===== src/rtl/obj_move_ctrl_pkg.sv =====
// Shared definitions for the player-square movement loop: direction and
// state encodings, screen limits, and the pre-move bound check.
package obj_move_ctrl_pkg;

  typedef enum logic [1:0] {
    DIR_UP    = 2'd0,
    DIR_DOWN  = 2'd1,
    DIR_LEFT  = 2'd2,
    DIR_RIGHT = 2'd3
  } dir_t;

  typedef enum logic [1:0] {
    ST_IDLE   = 2'd0,
    ST_STEP   = 2'd1,
    ST_SETTLE = 2'd2,
    ST_CHECK  = 2'd3
  } state_t;

  // Screen size in pixels; the collision checkers use the same limits.
  localparam int unsigned X_LIM = 640;
  localparam int unsigned Y_LIM = 480;

  // True when a one-pixel move in dir keeps the square fully on screen.
  // Sums are formed in 11 bits so position + side cannot wrap.
  function automatic logic move_in_bounds(
    input dir_t       dir,
    input logic [9:0] x,
    input logic [8:0] y,
    input logic [6:0] side
  );
    logic [10:0] x_far;
    logic [10:0] y_far;
    logic        ok;
    x_far = {1'b0, x} + {4'b0, side};
    y_far = {2'b0, y} + {4'b0, side};
    ok    = 1'b0;
    case (dir)
      DIR_UP:    ok = (y != 9'd0);
      DIR_DOWN:  ok = (y_far < 11'(Y_LIM));
      DIR_LEFT:  ok = (x != 10'd0);
      DIR_RIGHT: ok = (x_far < 11'(X_LIM));
      default:   ok = 1'b0;
    endcase
    return ok;
  endfunction

endpackage


===== src/rtl/obj_move_ctrl_tick_gen.sv =====
// Free-running step divider: one-cycle tick every TICK_DIV clocks.
module move_tick_gen #(
  parameter int unsigned TICK_DIV = 250000
) (
  input  logic VGA_clk,
  input  logic reset_n,
  output logic tick
);

  localparam int unsigned CW = (TICK_DIV > 1) ? $clog2(TICK_DIV) : 1;
  localparam logic [CW-1:0] CNT_LAST = CW'(TICK_DIV - 1);

  logic [CW-1:0] cnt;

  // Count 0..TICK_DIV-1 and wrap; runs regardless of the movement FSM.
  always_ff @(posedge VGA_clk) begin
    if (!reset_n) begin
      cnt <= '0;
    end else if (cnt == CNT_LAST) begin
      cnt <= '0;
    end else begin
      cnt <= cnt + 1'b1;
    end
  end

  // Decoded from the counter register only, so it is glitch-free and
  // high exactly on the wrap cycle.
  assign tick = (cnt == CNT_LAST);

endmodule


===== src/rtl/obj_move_ctrl.sv =====
// Player-square movement controller. Moves one pixel per step tick in the
// key direction, waits for the collision checkers to re-evaluate the new
// position, and reverts the move if the matching flag comes back set.
//
//   state     | meaning
//   ----------+-----------------------------------------------------------
//   ST_IDLE   | waiting for a tick with a key held and room to move
//   ST_STEP   | moved position is on the outputs; arm the settle counter
//   ST_SETTLE | give the negedge-registered checkers time to update
//   ST_CHECK  | sample the flag for the latched direction, revert if set
//
// SETTLE must be at least 2: the checkers register on negedge, so one
// cycle is not enough for a fresh flag to reach this block.
module obj_move_ctrl
  import obj_move_ctrl_pkg::*;
#(
  parameter int unsigned TICK_DIV = 250000,
  parameter int unsigned SETTLE   = 2,
  parameter int unsigned X_START  = 110,
  parameter int unsigned Y_START  = 130
) (
  input  logic       VGA_clk,
  input  logic       reset_n,
  input  logic       key_up,
  input  logic       key_down,
  input  logic       key_left,
  input  logic       key_right,
  input  logic [6:0] tamanho,
  input  logic       colisao_min_y,
  input  logic       colisao_max_y,
  input  logic       colisao_min_x,
  input  logic       colisao_max_x,
  output logic [9:0] xPos,
  output logic [8:0] yPos,
  output logic       busy,
  output logic       bump,
  output logic [7:0] bump_count
);

  localparam int unsigned SW = (SETTLE > 1) ? $clog2(SETTLE) : 1;
  localparam logic [SW-1:0] SETTLE_LOAD = SW'(SETTLE - 1);

  logic          tick;

  state_t        state_q, state_d;
  dir_t          dir_q, dir_d;
  logic [9:0]    x_q, x_d;
  logic [8:0]    y_q, y_d;
  logic [9:0]    px_q, px_d;
  logic [8:0]    py_q, py_d;
  logic [SW-1:0] settle_q, settle_d;
  logic          busy_q, busy_d;
  logic          bump_q, bump_d;
  logic [7:0]    bcnt_q, bcnt_d;

  logic          key_any;
  dir_t          dir_sel;
  logic          move_ok;
  logic          flag_hit;

  move_tick_gen #(
    .TICK_DIV (TICK_DIV)
  ) u_tick (
    .VGA_clk (VGA_clk),
    .reset_n (reset_n),
    .tick    (tick)
  );

  // Fixed key priority: up > down > left > right.
  always_comb begin
    key_any = key_up | key_down | key_left | key_right;
    dir_sel = DIR_RIGHT;
    if (key_up) begin
      dir_sel = DIR_UP;
    end else if (key_down) begin
      dir_sel = DIR_DOWN;
    end else if (key_left) begin
      dir_sel = DIR_LEFT;
    end
    move_ok = move_in_bounds(dir_sel, x_q, y_q, tamanho);
  end

  // Only the flag facing the latched direction can cause a revert.
  always_comb begin
    flag_hit = 1'b0;
    case (dir_q)
      DIR_UP:    flag_hit = colisao_min_y;
      DIR_DOWN:  flag_hit = colisao_max_y;
      DIR_LEFT:  flag_hit = colisao_min_x;
      DIR_RIGHT: flag_hit = colisao_max_x;
      default:   flag_hit = 1'b0;
    endcase
  end

  // Next-state and datapath updates; every target defaults to hold.
  always_comb begin
    state_d  = state_q;
    dir_d    = dir_q;
    x_d      = x_q;
    y_d      = y_q;
    px_d     = px_q;
    py_d     = py_q;
    settle_d = settle_q;
    bump_d   = 1'b0;
    bcnt_d   = bcnt_q;

    case (state_q)
      ST_IDLE: begin
        // The move is registered on the tick edge itself, so the new
        // position is already on xPos/yPos throughout ST_STEP. Ticks in
        // any other state are simply not looked at.
        if (tick && key_any && move_ok) begin
          dir_d   = dir_sel;
          px_d    = x_q;
          py_d    = y_q;
          state_d = ST_STEP;
          case (dir_sel)
            DIR_UP:    y_d = y_q - 9'd1;
            DIR_DOWN:  y_d = y_q + 9'd1;
            DIR_LEFT:  x_d = x_q - 10'd1;
            DIR_RIGHT: x_d = x_q + 10'd1;
            default:   x_d = x_q;
          endcase
        end
      end

      ST_STEP: begin
        settle_d = SETTLE_LOAD;
        state_d  = ST_SETTLE;
      end

      ST_SETTLE: begin
        if (settle_q == '0) begin
          state_d = ST_CHECK;
        end else begin
          settle_d = settle_q - 1'b1;
        end
      end

      ST_CHECK: begin
        if (flag_hit) begin
          x_d    = px_q;
          y_d    = py_q;
          bump_d = 1'b1;
          if (bcnt_q != 8'hFF) begin
            bcnt_d = bcnt_q + 8'd1;
          end
        end
        state_d = ST_IDLE;
      end

      default: begin
        state_d = ST_IDLE;
      end
    endcase

    busy_d = (state_d != ST_IDLE);
  end

  // State and output registers; reset discards any in-flight move.
  always_ff @(posedge VGA_clk) begin
    if (!reset_n) begin
      state_q  <= ST_IDLE;
      dir_q    <= DIR_UP;
      x_q      <= 10'(X_START);
      y_q      <= 9'(Y_START);
      px_q     <= 10'(X_START);
      py_q     <= 9'(Y_START);
      settle_q <= '0;
      busy_q   <= 1'b0;
      bump_q   <= 1'b0;
      bcnt_q   <= 8'd0;
    end else begin
      state_q  <= state_d;
      dir_q    <= dir_d;
      x_q      <= x_d;
      y_q      <= y_d;
      px_q     <= px_d;
      py_q     <= py_d;
      settle_q <= settle_d;
      busy_q   <= busy_d;
      bump_q   <= bump_d;
      bcnt_q   <= bcnt_d;
    end
  end

  assign xPos       = x_q;
  assign yPos       = y_q;
  assign busy       = busy_q;
  assign bump       = bump_q;
  assign bump_count = bcnt_q;

endmodule


===== config.mk =====
export PLATFORM = sky130hd
export DESIGN_NAME = obj_move_ctrl
export DESIGN_NICKNAME = d
export VERILOG_FILES = /design/src/rtl/obj_move_ctrl_pkg.sv /design/src/rtl/obj_move_ctrl_tick_gen.sv /design/src/rtl/obj_move_ctrl.sv
export SDC_FILE = /design/constraint.sdc
export NUM_CORES = 1
export LEC_CHECK = 0
export BUFFER_PORTS_ARGS = -buffer_cell sky130_fd_sc_hd__buf_2
export CAP_MARGIN = 20
export CORE_UTILIZATION = 50
export CTS_BUF_LIST = sky130_fd_sc_hd__clkbuf_8
export CTS_CLUSTER_DIAMETER = 50
export DETAILED_ROUTE_END_ITERATION = 7
export PLACE_DENSITY = 0.72
export RECOVER_POWER = 50
export SYNTH_ARGS = -nofsm -noshare
export SYNTH_HDL_FRONTEND = slang
export SYNTH_SLANG_ARGS = --single-unit

===== constraint.sdc =====
create_clock -name VGA_clk -period 5.67 [get_ports VGA_clk]
set_input_delay 0.567 -clock VGA_clk [delete_from_list [all_inputs] [get_ports VGA_clk]]
set_output_delay 0.567 -clock VGA_clk [all_outputs]
set_load 0.1 [all_outputs]

==> run summary, run 1 <==
The run finished, with violations left. The final reports fail on design-rule violations. The effective utilization at floorplan is 0.514. The area share of xor/xnor cells in the synthesized design was 0.0645; the number of buffers on the longest clock path was 2. The tools report the initial detailed-routing violation count as 248. Static timing analysis puts the maximum clock frequency at 323 MHz. The period utilization came out at 0.547. For the number of detailed-route iterations in the first pass, the log shows 7. The finished cells cover 4890 um2.

The clock net in this run drives a total of 71 sinks. The number of gates resized after CTS was 0. The most instantiated flip-flop cell in the synthesis netlist was dfxtp_1.

The count of standard-cell rows was 34. The switching share of power was 0.261; the post-detailed-placement half-perimeter wirelength was 7.68 mm. The worst setup path is launched from a register. For the post-detailed-routing wire length, the log shows 10.8 mm. The number of synthesized register bits was 71; the number of buffers added on ports was 45. The proportion of register bits with asynchronous set or reset after synthesis was 0; the multiplexer area fraction after synthesis was 0.0207.

The analysis attributes to cell leakage a power of 1.80 nW. A synthesized cell averages 8.38 um2. The combinational share of power is 0.098, and the number of buffers inserted for hold repair after clock tree synthesis is 0. The clock network fraction of design power is 0.402. The relative contribution of sequential cells to total power is 0.500.

Area of the multi-input gates: 2870 um2. The tools report the number of warning messages in the yosys log as 0. 0 antenna diodes ended up in the layout. At the pin with the least slew margin, the transition time is 1.28 ns. In this run the most critical hold path is launched from u_tick.cnt[0]. The H-tree generated during clock tree synthesis spans 3 levels.

Dominant combinational cell family by area after synthesis: compound AO/OA/AOI/OAI gates. The top fanout value on the critical path came out at 17. The first global-routing pass estimated 18.3 mm of wire. The run gives 0.317 as the sequential-to-total area share from yosys stat. Setup repair after global routing left no endpoint under its margin. The tools report the clock network latency to the later pin of the worst-skew pair as 0.35 ns. Summing every instance area after synthesis gives 4480 um2. Clock period minus final worst setup slack: 3.10 ns.

The startpoint identified for the worst register-to-register timing path is yPos[4]. The setup slack of the most critical reg-to-reg path came out at 2.57 ns. The logs give 3888 for the via count of the first global-routing pass and 41 for the largest net degree at the start of global routing. The run gives 262 uW as the power spent charging and discharging nets. The layout has 837 filler cells.

The hold violation count in the final report came out at 0. The tools report the count of unresolved DRC violations after routing as 1. STA classifies the critical path endpoint as a register.

The floorplan die area is 9350 um2. Cell family with the largest share of critical-path delay: compound AO/OA/AOI/OAI gates. Residual overflow from global routing: 0. The floorplan step set the die width to 96.7 um. Data on the critical path is required at its endpoint by 5.92 ns. The destination of the worst register-to-register timing path is yPos[4].

In the routed layout, each cell is associated on average with a via count of 6.11. The critical setup path kind is reg2reg. The worst-case IR drop observed on VDD is 0.000162 V. The logs give 0 for the number of antenna violations at the first check in global routing and 587 for the net count after synthesis. The worst-case clock skew is 0.00729 ns, and the share of layout cells above drive strength 1 is 0.0976. Measured in cells, the most critical reg-to-reg path has a length of 8. The synthesized-area fraction occupied by ao, oa, aoi and oai cells was 0.244; the fraction of post-synthesis cell area in the top cell type by area was 0.317. Leaving out fill and tap cells, the most frequent cell in the layout is dfxtp_1.

The number of I/O pins is 46, and the number of flops mapped to enable cells by yosys is 0. The slowest cell on the critical path is o31ai_4. TritonCTS built the clock tree. The critical path contains buffers and inverters numbering 0 combined. Global routing usage summed across all routing layers: 0.236. After the flow finishes, the layout carries non-filler instances totaling 682.

Library cell with the largest summed area after synthesis: dfxtp_1. The simple-gate area share of the yosys netlist is 0.211. The final-report max-slew violation count was 0. Clock tree synthesis inserted a total of 9 buffers. Leaving out fill and tap cells, the most frequent cells in the layout are dfxtp_1, nor2_1, a21oi_1. The vertical die dimension came out at 96.7 um. By area the synthesized netlist is led by dfxtp_1, ha_1, a21oi_1, nand3_1, nor2_1. The tools report the remaining max-slew budget at the tightest pin as 0.143.

STA puts the critical path data arrival time at 3.35 ns. Adder-cell area share of the yosys netlist: 0.101. The region available for standard cell placement spans 8720 um2. The tools report the cell count after synthesis as 535. In this run, placement finished with an instance count of 665. In the final timing run, aggregate negative setup slack is 0 ns.

The worst hold path cell count was 1. The sequential cells in the finished layout cover a total of 1420 um2. Cell area power density: 205 nW/um2. CTS placed an instance of clkbuf_8 at the clock tree root. The run gives 0 as the max-capacitance violation count.

The worst hold slack came out at 0.466 ns. The final route contains 4166 vias. The area growth from synthesis to layout is 9.04%. The per-cell routed wire length was 15.8 um.

The count of buffers added by post-CTS timing repair for setup came out at 0. The last weighted congestion value of the routability-driven placer was 0.816; the clock-pin transition on the worst setup and hold timing paths was 0.08 ns. The signal on the critical path passes through ha_1, a21o_1, and3_1, o311ai_1, a21oi_2, o31ai_4, a21oi_1, a311oi_2. The maximum cell stage delay along the critical path was 0.78 ns; the final net count was 621. Internal power comes to 741 uW. The number of different library cells used by synthesis comes to 71. Setup violations remaining at the end of the flow were counted as 0. The tightest min-delay check is of the reg2reg type.

In this run the cell area measured after placement is 4730 um2. The terminating pin of the worst hold path was u_tick.cnt[0]. In this run the remaining antenna-violating nets after routing total 0.
## cell usage after synthesis (4+ instances only)
master,number
dfxtp_1,71
nor2_1,56
a21oi_1,48
nand3_1,46
ha_1,33
o21ai_0,33
nand2_1,19
xnor2_1,17
xor2_1,16
nor3_1,15
inv_1,14
clkbuf_1,13
a21o_1,9
nand4_1,9
or3_1,8
a211oi_1,7
a31oi_1,7
mux2i_1,7
o21ai_1,7
and3_1,6
o211ai_1,6
buf_4,5
nor4_1,5
o21bai_1,5
a41oi_1,4
## cells by family after synthesis
kind of cell    count (synthesis)
compound gates                161
xor+xnor                       33
fa+ha+maj                      35
buf+inv                        40
flops                          71
mux                             8
simple gates                  187
## metal layers
layer / GRT usage / routed length, um
met1: 0.323 / 5060
met2: 0.380 / 5010
met3: 0.0477 / 622
met4: 0.0586 / 106
met5: 0 / 0
## final cells by class
cell class	count	area share
clock inverters	7	0.0148
multi-input cells	424	0.588
clock buffers	9	0.0253
well taps	108	0.0276
flip-flops and latches	71	0.291
inverters	15	0.0115
repair buffers	48	0.0420
## power groups by stage
stage,Clock [mW],Combinational (mW),Sequential [mW]
6_report,0.403,0.0987,0.502
5_1_grt,0.428,0.111,0.502
4_1_cts,0.413,0.0987,0.502
3_5_place_dp,0,0.0981,0.513
3_3_place_gp,0,0.0942,0.513
2_1_floorplan,0,0.0757,0.513
## state kept, by name (all words and copies together) (netlist names), 2 cells and up
register    count
px_q           10
bump_count      8
yPos            9
xPos           10
u_tick.cnt     18
py_q            9
dir_q           2
state_q         2
## worst max-delay path by stage
stage	slack, ns	end	cells past startpoint	from
2_1_floorplan	2.62	yPos[6]	8	yPos[4]
3_3_place_gp	2.50	yPos[8]	11	key_down
3_5_place_dp	2.36	yPos[8]	11	key_down
4_1_cts	2.56	yPos[4]	8	yPos[4]
5_1_grt	2.36	yPos[7]	5	reset_n
6_report	2.57	yPos[4]	8	yPos[4]
## stage by stage
step / setup WS [ns] / power [mW] / utilization
floorplan: 2.62 / 0.589 / -
global placement: 2.50 / 0.607 / 0.542
detailed placement: 2.36 / 0.611 / 0.542
CTS: 2.56 / 1.01 / 0.565
global route: 2.36 / 1.04 / 0.561
finish: 2.57 / 1.00 / 0.561
No activity file was read; power rests on OpenSTA's default activity.
==> run 2, diff against run 1 <==
--- a/config.mk
+++ b/config.mk
@@ -11,7 +11,7 @@
 export CTS_BUF_LIST = sky130_fd_sc_hd__clkbuf_8
 export CTS_CLUSTER_DIAMETER = 50
 export DETAILED_ROUTE_END_ITERATION = 7
-export PLACE_DENSITY = 0.72
+export PLACE_DENSITY = 0.75
 export RECOVER_POWER = 50
 export SYNTH_ARGS = -nofsm -noshare
 export SYNTH_HDL_FRONTEND = slang
==> constraint.sdc (replaced) <==
create_clock -name VGA_clk -period 2.55 [get_ports VGA_clk]
set_input_delay 0.255 -clock VGA_clk [delete_from_list [all_inputs] [get_ports VGA_clk]]
set_output_delay 0.255 -clock VGA_clk [all_outputs]
set_load 0.1 [all_outputs]
==> run summary, run 2 (same netlist as run 1, synthesis figures left out) <==
The worst-case clock skew came out at 0.0110 ns (+0.00376 ns). TritonCTS built the clock tree. The run gives 0 (-1) as the count of unresolved DRC violations after routing. The tools report the last weighted congestion value of the routability-driven placer as 0.871 (+6.7%). Cell family with the largest share of critical-path delay: compound AO/OA/AOI/OAI gates. The tools report the global routing usage summed across all routing layers as 0.251 (+0.0147).

The number of clock sinks seen by CTS came out at 71 (unchanged). The worst hold path cell count came out at 4 (+3). The clock-pin transition on the worst setup and hold timing paths is 0.08 ns (about the same), and the worst reg-to-reg path cell count is 10 (+2).

The count of standard-cell rows was 34 (unchanged). The via count of the first global-routing pass was 4072 (+4.7%). For the max-capacitance violation count, the log shows 0 (unchanged). The via density per instance was 6.08 (-0.45%); the per-cell routed wire length was 16.3 um (+3.2%). The logs give 0.103 (+0.005) for the combinational share of power and 2.79 ns (-3.13 ns) for the critical path data required time. Leaving out fill and tap cells, the most frequent cells in the layout are dfxtp_1, nor2_1, a21oi_1. The total vias in the final route is 4366 (+4.8%), and the flip-flop count of the largest register, all copies and words added is 18 (unchanged). The slew of the pin with the lowest slew margin is 1.21 ns (-0.0726 ns), and the maximum level of the CTS H-tree is 3 (unchanged). The tools report the design internal power as 1.87 mW (+150%). The top fanout value on the critical path is 8 (-9). The tools report the count of filler cells inserted in the layout as 777 (-7.2%). The logs give 0.10 ns (-2.47 ns) for the setup slack of the most critical reg-to-reg path and 11.7 mm (+8.7%) for the post-detailed-routing wire length. In this run the most critical hold path is launched from key_down. The run gives 408 MHz (+27%) as the timing-limited maximum frequency.

Worst reg2reg path startpoint: yPos[1]. The most frequent standard cell in the layout excluding fill and tap cells was dfxtp_1. The period utilization is 0.961 (+0.414).

In this run the critical register-to-register path is captured at yPos[8]. The terminating pin of the worst hold path was dir_q[1]. Largest net degree at the start of global routing: 41 (unchanged). The maximum cell stage delay along the critical path works out to 0.38 ns (-0.40 ns). STA classifies the critical path endpoint as a register.

The logs give 0 (unchanged) for the final-report max-slew violation count and 19.3 mm (+5.8%) for the first-pass GRT wire length. The relative contribution of sequential cells to total power is 0.447 (-0.053), and the placeable core region is 8720 um2 (unchanged). Traced cell by cell, the critical path runs through ha_1, nand4_1, a21oi_2, o31ai_2, a2111oi_4, buf_4, o31ai_4, buf_4, clkbuf_16, a211o_1. The worst setup path is launched from a register.

Critical setup path kind: reg2reg. The worst hold path belongs to the class in2reg. The floorplan die area is 9350 um2 (unchanged). The logs give -0.0954 ns (-2.46 ns) for the minimum setup slack after placement and 5320 um2 (+8.9%) for the cell area after layout. The tools report the power spent charging and discharging nets as 616 uW (+130%). The tools report the setup violation total in the final timing report as 0 (unchanged). The endpoint arrival time on the critical path came out at 2.69 ns (-0.66 ns). Setup repair after global routing left no endpoint under its margin. For the residual overflow from global routing, the log shows 0 (unchanged). The run gives 0.35 ns (about the same) as the clock network latency to the later pin of the worst-skew pair. The clock network fraction of design power was 0.450 (+0.048); the switching share of power was 0.248 (-0.0134). For the post-detailed-placement half-perimeter wirelength, the log shows 8.32 mm (+8.3%).

The synthesis-to-finish area growth works out to 18.7%. The leakage power is 2.02 nW (+12%), and the vertical die dimension is 96.7 um (unchanged). The cell sitting at the root of the clock tree is a clkbuf_8. The final setup slack of the worst path is 0.100 ns (-2.47 ns), and the clock period minus final worst setup slack is 2.45 ns (-0.650 ns). The run gives 46 (unchanged) as the number of I/O pins.

The final net count is 657 (+5.8%). The number of detailed-route iterations in the first pass was 5 (-2). Among the stages of the critical path, the cell type that occurs most often is buf_4. For the remaining max-slew budget at the tightest pin, the log shows 0.195 (+0.0518). Buffers plus inverters on the worst setup path: 3 (+3).

The initial detailed-routing violation count was 339 (+37%). The cell area power density is 466 nW/um2 (+130%), and the count of nets left with antenna violations after detail routing is 0 (unchanged). The overall die width was 96.7 um (unchanged); the number of antenna violations at the first check in global routing was 0 (unchanged).

The share of layout cells above drive strength 1 came out at 0.193 (+0.0959). Counting flops per register, the top entry is u_tick.cnt. The flow ran to the end, and the final reports show no timing, DRC or antenna violations.

The tools report the count of antenna diodes in the layout as 0 (unchanged). For the number of buffers on the longest clock path, the log shows 2 (unchanged). The slowest stage of the critical path belongs to the cell dfxtp_4. The maximum vdd ir drop was 0.000238 V (+47%).

The number of buffers added on ports is 45 (unchanged), and the hold violation count in the final report is 0 (unchanged). The number of clock buffers inserted by TritonCTS is 9 (unchanged), and the area of placed instances is 5030 um2 (+6.5%). For the effective utilization at floorplan, the log shows 0.514 (unchanged).
run 2: cell count changes in the layout (fill, tap and decap cells not counted), sizes merged:
cell	change
inv	-1
clkbuf	+1
buf	+35
bufinv	+2
clkinvlp	-2
clkinv	+1
run 2: what timing repair did:
action / 4_1_cts / 5_1_grt
setup buffers: 1 / 2
resized for setup: 0 / 9
setup endpoints to repair: 10 / 27
hold buffers: 0 / 0
cloned: 0 / 1
pin swaps: 0 / 3
run 2: how the worst max path moves through the flow:
| stage | start | end | slack, ns | cells after the start |
|---|---|---|---|---|
| after global placement | key_left | xPos[9] | -0.06 | 10 |
| after CTS | yPos[2] | xPos[5] | 0.01 | 9 |
| final | yPos[1] | yPos[8] | 0.10 | 10 |
| after detailed placement | key_left | xPos[9] | -0.1 | 10 |
| after floorplan | yPos[0] | yPos[8] | 0.002 | 8 |
| after global routing | yPos[1] | yPos[8] | 0.003 | 10 |
run 2: stage by stage:
stage | TNS [ns] | cells | utilization | total power [mW] | hold slack, ns
after floorplan | 0 | 535 | - | 1.30 | 0.430
after global placement | -0.0774 | 698 | 0.577 | 1.37 | 0.440
after detailed placement | -0.593 | 698 | 0.577 | 1.38 | 0.469
after CTS | 0 | 715 | 0.606 | 2.49 | 0.240
after global routing | 0 | 718 | 0.610 | 2.57 | 0.270
final | 0 | 718 | 0.610 | 2.48 | 0.256
run 2: layout make-up:
type | instances | area, um2 | share of cell area
clock buffers | 9 | 124 | 0.0233
clock inverters | 7 | 121 | 0.0228
inverters | 15 | 56.3 | 0.0106
multi-input cells | 424 | 2910 | 0.547
flip-flops and latches | 71 | 1450 | 0.273
well taps | 108 | 135 | 0.0254
repair buffers | 84 | 520 | 0.0978
run 2: worst min-delay path, delay by kind of cell:
family,cells,cell delay (ns)
AND/OR/NAND/NOR,2,0.14
buffers and inverters,1,0.11
AO/OA/AOI/OAI,1,0.06
run 2: power by group through the flow:
| stage | Sequential, mW | Clock, mW | Combinational, mW |
|---|---|---|---|
| 2_1_floorplan | 1.14 | 0 | 0.169 |
| 3_3_place_gp | 1.14 | 0 | 0.239 |
| 3_5_place_dp | 1.14 | 0 | 0.247 |
| 4_1_cts | 1.11 | 1.13 | 0.250 |
| 5_1_grt | 1.11 | 1.18 | 0.280 |
| 6_report | 1.11 | 1.12 | 0.254 |
run 2: layer usage:
metal | vias up | track usage | wire length [um]
li1 | 2139 | - | -
met2 | 136 | 0.407 | 5450
met4 | 0 | 0.0804 | 223
met1 | 2070 | 0.335 | 5440
met5 | - | 0 | 0
met3 | 21 | 0.0477 | 613
